File: src/rtl/sim_status_port.sv
// Simulation-status responder on the SOPC data bus. Software reports a
// pass/fail verdict, a signature word and console characters; a cycle counter
// and a programmable watchdog force a timeout verdict if nothing is reported.
module sim_status_port #(
    parameter logic [31:0] BASE_ADDR       = 32'h1000_0000,
    parameter logic [31:0] DEFAULT_TIMEOUT = 32'd50
) (
    input  logic        clk,
    input  logic        reset,
    input  logic        ce,
    input  logic        we,
    input  logic [31:0] addr,
    input  logic [3:0]  sel,
    input  logic [31:0] data_i,
    output logic [31:0] data_o,
    output logic        sim_done,
    output logic        sim_pass,
    output logic        sim_timeout,
    output logic [31:0] signature,
    output logic        putc_valid,
    output logic [7:0]  putc_data,
    output logic [31:0] cycles
);

    localparam logic [1:0] ST_RUN       = 2'd0;
    localparam logic [1:0] ST_PASSED    = 2'd1;
    localparam logic [1:0] ST_FAILED    = 2'd2;
    localparam logic [1:0] ST_TIMED_OUT = 2'd3;

    localparam logic [7:0] OFF_STATUS  = 8'h00;
    localparam logic [7:0] OFF_SIG     = 8'h04;
    localparam logic [7:0] OFF_CYCLES  = 8'h08;
    localparam logic [7:0] OFF_TIMEOUT = 8'h0C;
    localparam logic [7:0] OFF_CONSOLE = 8'h10;

    logic [1:0]  state_q, state_d;
    logic [31:0] cycles_q, cycles_d;
    logic [31:0] timeout_q, timeout_d;
    logic [31:0] sig_q, sig_d;
    logic        done_q, pass_q, tmo_q;
    logic        putc_valid_q, putc_valid_d;
    logic [7:0]  putc_data_q, putc_data_d;

    logic       hit;
    logic [7:0] offset;
    logic       wr;
    logic       running;

    assign hit     = ce & (addr[31:8] == BASE_ADDR[31:8]);
    assign offset  = addr[7:0];
    assign wr      = hit & we;
    assign running = (state_q == ST_RUN);

    // Verdict FSM: a CPU done-write takes priority over watchdog expiry.
    always_comb begin
        state_d = state_q;
        if (running) begin
            if (wr && offset == OFF_STATUS && data_i[0]) begin
                state_d = data_i[1] ? ST_PASSED : ST_FAILED;
            end else if (timeout_q != 32'd0 && cycles_q == timeout_q) begin
                state_d = ST_TIMED_OUT;
            end
        end
    end

    // Cycle counter runs only while no verdict is latched and saturates.
    always_comb begin
        cycles_d = cycles_q;
        if (running && cycles_q != 32'hFFFF_FFFF) begin
            cycles_d = cycles_q + 32'd1;
        end
    end

    // Register writes: signature per byte lane, timeout only as a full word.
    always_comb begin
        sig_d     = sig_q;
        timeout_d = timeout_q;
        if (wr && offset == OFF_SIG) begin
            for (int b = 0; b < 4; b++) begin
                if (sel[b]) begin
                    sig_d[8*b +: 8] = data_i[8*b +: 8];
                end
            end
        end
        if (wr && offset == OFF_TIMEOUT && sel == 4'b1111) begin
            timeout_d = data_i;
        end
    end

    // Console strobe for one cycle per accepted write; data holds afterwards.
    always_comb begin
        putc_valid_d = 1'b0;
        putc_data_d  = putc_data_q;
        if (wr && offset == OFF_CONSOLE && sel[0] && running) begin
            putc_valid_d = 1'b1;
            putc_data_d  = data_i[7:0];
        end
    end

    // State and flag registers; flags decode the next state so they move with it.
    always_ff @(posedge clk or negedge reset) begin
        if (!reset) begin
            state_q      <= ST_RUN;
            cycles_q     <= 32'd0;
            timeout_q    <= DEFAULT_TIMEOUT;
            sig_q        <= 32'd0;
            done_q       <= 1'b0;
            pass_q       <= 1'b0;
            tmo_q        <= 1'b0;
            putc_valid_q <= 1'b0;
            putc_data_q  <= 8'd0;
        end else begin
            state_q      <= state_d;
            cycles_q     <= cycles_d;
            timeout_q    <= timeout_d;
            sig_q        <= sig_d;
            done_q       <= (state_d != ST_RUN);
            pass_q       <= (state_d == ST_PASSED);
            tmo_q        <= (state_d == ST_TIMED_OUT);
            putc_valid_q <= putc_valid_d;
            putc_data_q  <= putc_data_d;
        end
    end

    // Zero-latency read mux; anything other than a hit read returns 0.
    always_comb begin
        data_o = 32'd0;
        if (hit && !we) begin
            case (offset)
                OFF_STATUS:  data_o = {29'd0, tmo_q, pass_q, done_q};
                OFF_SIG:     data_o = sig_q;
                OFF_CYCLES:  data_o = cycles_q;
                OFF_TIMEOUT: data_o = timeout_q;
                default:     data_o = 32'd0;
            endcase
        end
    end

    assign sim_done    = done_q;
    assign sim_pass    = pass_q;
    assign sim_timeout = tmo_q;
    assign signature   = sig_q;
    assign putc_valid  = putc_valid_q;
    assign putc_data   = putc_data_q;
    assign cycles      = cycles_q;

endmodule

File: config.mk
export PLATFORM = sky130hd
export DESIGN_NAME = sim_status_port
export DESIGN_NICKNAME = d
export VERILOG_FILES = /design/src/rtl/sim_status_port.sv
export SDC_FILE = /design/constraint.sdc
export NUM_CORES = 1
export LEC_CHECK = 0
export ABC_AREA = 1
export BUFFER_PORTS_ARGS = -buffer_cell sky130_fd_sc_hd__buf_2
export CAP_MARGIN = 5
export CORE_MARGIN = 5
export CORE_UTILIZATION = 41
export CTS_CLUSTER_SIZE = 24
export DETAILED_ROUTE_END_ITERATION = 7
export PLACE_DENSITY = 0.62
export SLEW_MARGIN = 20
export SYNTH_ARGS = -nofsm -noshare
export SYNTH_HDL_FRONTEND = slang
export SYNTH_SLANG_ARGS = --single-unit
File: constraint.sdc
create_clock -name clk -period 2.1 [get_ports clk]
set_clock_uncertainty 0.15 [all_clocks]
set_input_delay 0.42 -clock clk [delete_from_list [all_inputs] [get_ports clk]]
set_output_delay 0.42 -clock clk [all_outputs]
set_load 0.01 [all_outputs]
Yosys cells after proc, flatten, opt, wreduce, memory -nomap -nowiden
Cells that the tools add are included.

Add/subtract/negate cells: 1. Equality and inequality tests: 10. Multiplexer cells: 7. Bitwise logic cells: 2. Reduce and logical (&&, ||, !) cells: 20.

Operators with widths (count): 32-bit one-hot mux with 4 select lines (1); 32-bit by 1-bit adder with 32-bit output (second input constant) (1); 32-bit == test (1); 32-bit 2-to-1 mux (1); 32-bit inequality test (second input constant) (1); 32-bit nonzero test (1); 24-bit by 21-bit == test with 1-bit output (second input constant) (1); 8-bit by 4-bit == test with 1-bit output (second input constant) (2); 1-bit logical AND (11); 8-bit by 3-bit == test with 1-bit output (second input constant) (1); 8-bit by 5-bit == test with 1-bit output (second input constant) (1); 8-bit logical NOT (1); 2-bit 2-to-1 mux (4); 2-bit AND reduction (4); 4-bit == test (second input constant) (1); 1-bit AND (2); 2-bit by 1-bit == test with 1-bit output (second input constant) (1); 2-bit == test (second input constant) (1); 2-bit logical NOT (1); 2-bit nonzero test (1); 1-bit logical NOT (1); 1-bit 2-to-1 mux (1).

Bits in registers: 110. Input port bits: 72. Output and inout port bits: 108. Logic and storage cells: 52.

Depth between registers and ports, before layout
Word-level depth: 8. Depth in mapped cells: 14. Depth with buffers taken out: 14.

Least setup slack after synthesis
No wires, ideal clock.

Path type: input-to-output. From: input addr[7]. To: output data_o[23]. Arrival: 1.608 ns. Slack: -0.078 ns. Cell stages on the path: 8. Path buffers: 1. Cells stage by stage: nor2_1 > nand2_1 > inv_1 > nand3_1 > clkinv_1 > buf_2 > nand2_1 > a31oi_1.

Longest elaborated chain between the ends: 3. Elaborated cells on any way between the ends: 6. Classes of those cells: eq/ne: 3; mux: 2; reduce/logical: 1.

RTL lines: start, declared (RTL line 12) `input logic [31:0] addr,`; 8-bit by 4-bit == test with 1-bit output (tied with other cells) (RTL line 129) `case (offset)`; 32-bit one-hot mux with 4 select lines * (RTL line 129); 32-bit 2-to-1 mux * (RTL line 128) `if (hit && !we) begin`; end, declared (RTL line 15) `output logic [31:0] data_o,`.

Every way passes the cells marked *; elsewhere a longest branch is shown, timed or not.

Final worst setup path
From: input addr[7]. To: output data_o[21].

The elaborated chain is that of the path after synthesis.

==> flow_results.org <==
** Run
- Across the run, the number of max-cap violations was 0.

** Drt
- Number of violations reported at the end of detailed-routing iteration 0 :: 347
- After detailed routing, the number of vias per cell comes to 5.04.
- Wires add up to 20,000 microns.
- After detailed routing, the average wire length per cell comes to 16.6 microns.
- For this run, design rule violations remaining after detail routing come to 0.
- Number of detailed-route iterations in the first pass :: 5
- The count of nets left with antenna violations once routing finished came out at 0.
- Total via count in the routed design :: 6,068

** Finish
- In the final layout, the share of cells above drive strength 1 is 37.5%.
- Once layout is done, the placed cells without fillers occupy 8690 sq um.
- Commonest cells after routing, fill and taps aside :: 230 x sky130_fd_sc_hd__nand2_1, 171 x sky130_fd_sc_hd__buf_2, 100 x sky130_fd_sc_hd__dfrtp_1
- Post-layout instance count excluding filler cells :: 1,205
- Leaving out fill and tap cells, the most frequent cell in the layout is sky130_fd_sc_hd__nand2_1.
- Area of the multi-input gates :: 3300 sq um
- Fillers :: 1,346
- Count of inserted antenna diode cells :: 0
- Summing all flip-flop and latch instances after layout gives 2770 sq um.
- After the last flow step, the layout net total stands at 1,089.
- From synthesis to final layout, the design area changed by 44.5%.

** Timing
- Total Negative Setup Slacks :: -7.06 ns
- The routed design could run at a clock period as short as 2.37 ns.
- Once routing completed, OpenROAD measured the worst setup slack at -0.273 ns.
- Setup repair after global routing could not meet its margin everywhere.
- Maximum clock frequency :: 421 MHz
- For the pin with the worst max-slew slack, the measured transition is 0.368 ns.
- Final Hold Fails :: 0
- Worst slew margin :: 75.4%
- Number of max-slew violations in the final report :: 0
- Setup violations remaining at the end of the flow were counted as 32.
- Share of the clock period used by the worst path after layout :: 113%

** Clock network
- Maximum buffer depth of the clock tree :: 2
- TritonCTS built the clock tree.
- In this run, CTS created clock tree buffers numbering 9.
- Clock transition at the registers of the reported paths :: 0.08 ns
- For this design, the sink count on the clock tree is 110.
- CTS placed an instance of sky130_fd_sc_hd__clkbuf_16 at the clock tree root.
- Total number of H-tree levels :: 3
- At the later pin of the worst-skew pair, clock insertion delay measures 0.36 ns.

** Synth
- Synthesis instantiated 37 different standard cells from the library.
- Proportion of synthesized chip area in sequential cells :: 45.8%
- The Yosys step of the flow raised 0 warnings.
- After synthesis, the largest family of logic cells by area is simple AND/OR/NAND/NOR gates.
- By area the synthesized netlist is led by sky130_fd_sc_hd__dfrtp_1 45%, sky130_fd_sc_hd__nand2_1 16%, sky130_fd_sc_hd__inv_1 5.4%.
- #FFs+latches synth :: 110
- Summing the areas of all xor and xnor instances in the mapped netlist gives 7.13% of the synthesized area.
- The synthesized netlist occupies a cell area of 6020 sq um.
- Number of instances in the synthesized netlist :: 794
- Counting every net in the synthesized netlist gives 867.
- Synth Area in Simple Gates :: 28.1%
- Proportion of netlist area held by the largest area contributor :: 44.5%
- Synth Area per Inst :: 7.58 sq um
- Summing the areas of all fa, ha and maj instances in the mapped netlist gives 0.208% of the synthesized area.
- Share of the synthesized area in compound gates (AO/OA/AOI/OAI) :: 10.7%
- Multiplexer fraction of the synthesized cell area :: 0%
- sky130_fd_sc_hd__dfrtp_1 takes more of the synthesized area than any other cell.

** Worst setup path
- On the worst path, the slowest cell contributes a delay of 0.26 ns.
- For the worst setup path, the data required time is 1.53 ns.
- The worst setup path is captured at an output port.
- The cell family contributing the most delay on the critical path is buffers and inverters.
- Arrival @ worst endpoint :: 1.80 ns
- Worst path cell trace :: buf_6 > nor2_4 > nand2_4 > buf_6 > nor4_4 > buf_6 > bufbuf_16 > nand2_1 > a31oi_2 > buf_2
- Crit-path slowest cell :: sky130_fd_sc_hd__bufbuf_16
- Critical path buffers and inverters :: 5
- Type of element launching the critical path :: input pin
- Critical-path maximum fanout :: 4
- The worst setup path is of the input pin to output port kind.
- Most common cell on crit path :: sky130_fd_sc_hd__buf_6

** Place
- Counting tap cells, the placed design contains a total of 1,175 instances.
- Routability Congestion :: 0.882
- Detailed placement ended at an HPWL of 14,000 microns.
- Placement-stage cell area :: 7680 sq um
- In this run the tool buffered the top-level ports with 179 buffer cells.

** Global route
- Most used routing layer in global routing :: met2
- Overall overflow remaining after global route :: 0
- Global routing used 4.89% of the available met3 tracks.
- Global routing consumed, on the met2 layer, 35.2% of the routing resources.
- Total Routing Usage GR :: 22.6%
- The first global-routing pass estimated 31,700 microns of wire.
- Global routing consumed, on the met1 layer, 30.9% of the routing resources.
- The number of global-route vias before repair was 5,982.
- Entering global routing, the biggest net connects 53 pins.
- Initial antenna violation count :: 0

** Floorplanning
- The die is 131 microns tall.
- For this design the top-level I/O count stands at 180.
- The die is 131 microns wide.
- Once the floorplan was initialized, standard cells occupied 41.5% of the core.
- Core Box Area :: 14,500 sq um
- The initialized floorplan defines 44 standard-cell rows.
- Total die area :: 17,200 sq um

** Pwr
- Post-layout power :: 0.00401 W
- Static Leak :: 4.28 nW
- For this design the ratio of total power to cell area is 461 nW/um^2.
- The worst-case IR drop observed on VDD is 365 uV.

** Worst hold path
- HP Class :: input pin to flop

** Run status
- Status :: finished with violations
- Failing checks :: setup timing
-- cells in the mapped netlist --
master                       n
sky130_fd_sc_hd__o21ai_2     8
sky130_fd_sc_hd__and3_4      1
sky130_fd_sc_hd__nand2_1   258
sky130_fd_sc_hd__xor2_1     25
sky130_fd_sc_hd__clkinv_1    1
sky130_fd_sc_hd__o21ai_1    46
sky130_fd_sc_hd__inv_1      86
sky130_fd_sc_hd__inv_2       8
sky130_fd_sc_hd__nor3_1     20
sky130_fd_sc_hd__dfrtp_1   107
sky130_fd_sc_hd__ha_1        1
sky130_fd_sc_hd__nand3_1    18
sky130_fd_sc_hd__a31oi_1    26
sky130_fd_sc_hd__o22ai_1     4
sky130_fd_sc_hd__nand3_2     1
sky130_fd_sc_hd__nor3b_1     1
sky130_fd_sc_hd__nor2_1     67
sky130_fd_sc_hd__nor3_2      1
sky130_fd_sc_hd__buf_6       1
sky130_fd_sc_hd__a21oi_1     8
sky130_fd_sc_hd__nor2_2      5
sky130_fd_sc_hd__nor3b_2     1
sky130_fd_sc_hd__xnor2_1    24
sky130_fd_sc_hd__nand2_2     6
sky130_fd_sc_hd__nand4_1    13
sky130_fd_sc_hd__buf_4       2
sky130_fd_sc_hd__o21ai_0    20
sky130_fd_sc_hd__and3_1      2
sky130_fd_sc_hd__nor4_4      2
sky130_fd_sc_hd__buf_1       1
sky130_fd_sc_hd__nor4_1      1
sky130_fd_sc_hd__and2_1      1
sky130_fd_sc_hd__dfstp_2     3
sky130_fd_sc_hd__clkbuf_1   13
sky130_fd_sc_hd__nand4_2     1
sky130_fd_sc_hd__a221oi_1    2
sky130_fd_sc_hd__buf_2       9
-- metrics by stage --
step | hold slack, ns | worst slack (ns) | util (%)
after global routing | 0.163 | -0.370 | 60.0
after detailed placement | 0.148 | -0.270 | 53.1
final | 0.167 | -0.273 | 60.0
after CTS | 0.150 | -0.247 | 58.3
after global placement | 0.149 | -0.229 | 53.1
after floorplan | -0.0256 | -0.0332 | -
-- final cells by class --
| type | instances | share of cell area [%] |
|---|---|---|
| multi-input cells | 563 | 38.0 |
| flip-flops and latches | 110 | 31.8 |
| repair buffers | 237 | 19.8 |
| inverters | 95 | 4.39 |
| well taps | 184 | 2.65 |
| clock buffers | 9 | 2.59 |
| clock inverters | 7 | 0.734 |
-- flip-flops by register name, summed over array words and instances (netlist names) --
name,flops
cycles,32
timeout_q,32
putc_data,8
sim_pass,1
sim_timeout,1
sim_done,1
signature,32
state_q,2
putc_valid,1
-- metal layers --
metal / share of wire [%] / vias to the layer above
li1: - / 2990
met1: 44 / 2821
met2: 46 / 218
met3: 7.2 / 39
met4: 2.9 / 0
met5: 0 / -
-- timing repair --
action | 4_1_cts | 5_1_grt
buffers inserted | 5 | 1
hold buffers | 1 | 0
endpoints found under the setup margin | 32 | 46
resized for setup | 63 | 54
pin swaps | 11 | 5
gates cloned | 6 | 1
hold endpoints to repair | 12 | 0
-- report_power, final --
part           internal (W)  leakage (nW)      switching, W
sequential          0.00212          1.49  0.00000000000142
clock              0.000834         0.136          0.000855
combinational     0.0000876          2.66          0.000118
total               0.00304          4.28          0.000972
-- final timing paths --
| check | from | endpoint | slack (ns) | depth (start not counted) |
|---|---|---|---|---|
| max | addr[7] | data_o[21] | -0.27 | 10 |
| max in group asynchronous | reset | timeout_q[4] | 0.89 | 3 |
| min reg2reg | putc_data[4] | putc_data[4] | 0.34 | 2 |
| min | data_i[8] | signature[8] | 0.17 | 3 |
| max reg2reg | cycles[1] | cycles[26] | 0.17 | 10 |
| min in group asynchronous | reset | timeout_q[27] | 0.30 | 2 |
-- worst min-delay path, delay by kind of cell --
kind	cells	cell delay [ns]
buffers and inverters	2	0.15
AOI/OAI and AO/OA	1	0.07
-- logic make-up after synthesis --
family          after synthesis
simple gates                399
flops                       110
fa+ha+maj                     1
xor+xnor                     49
buf+inv                     121
compound gates              114
Note: power is estimated with default switching activity, not from simulation.
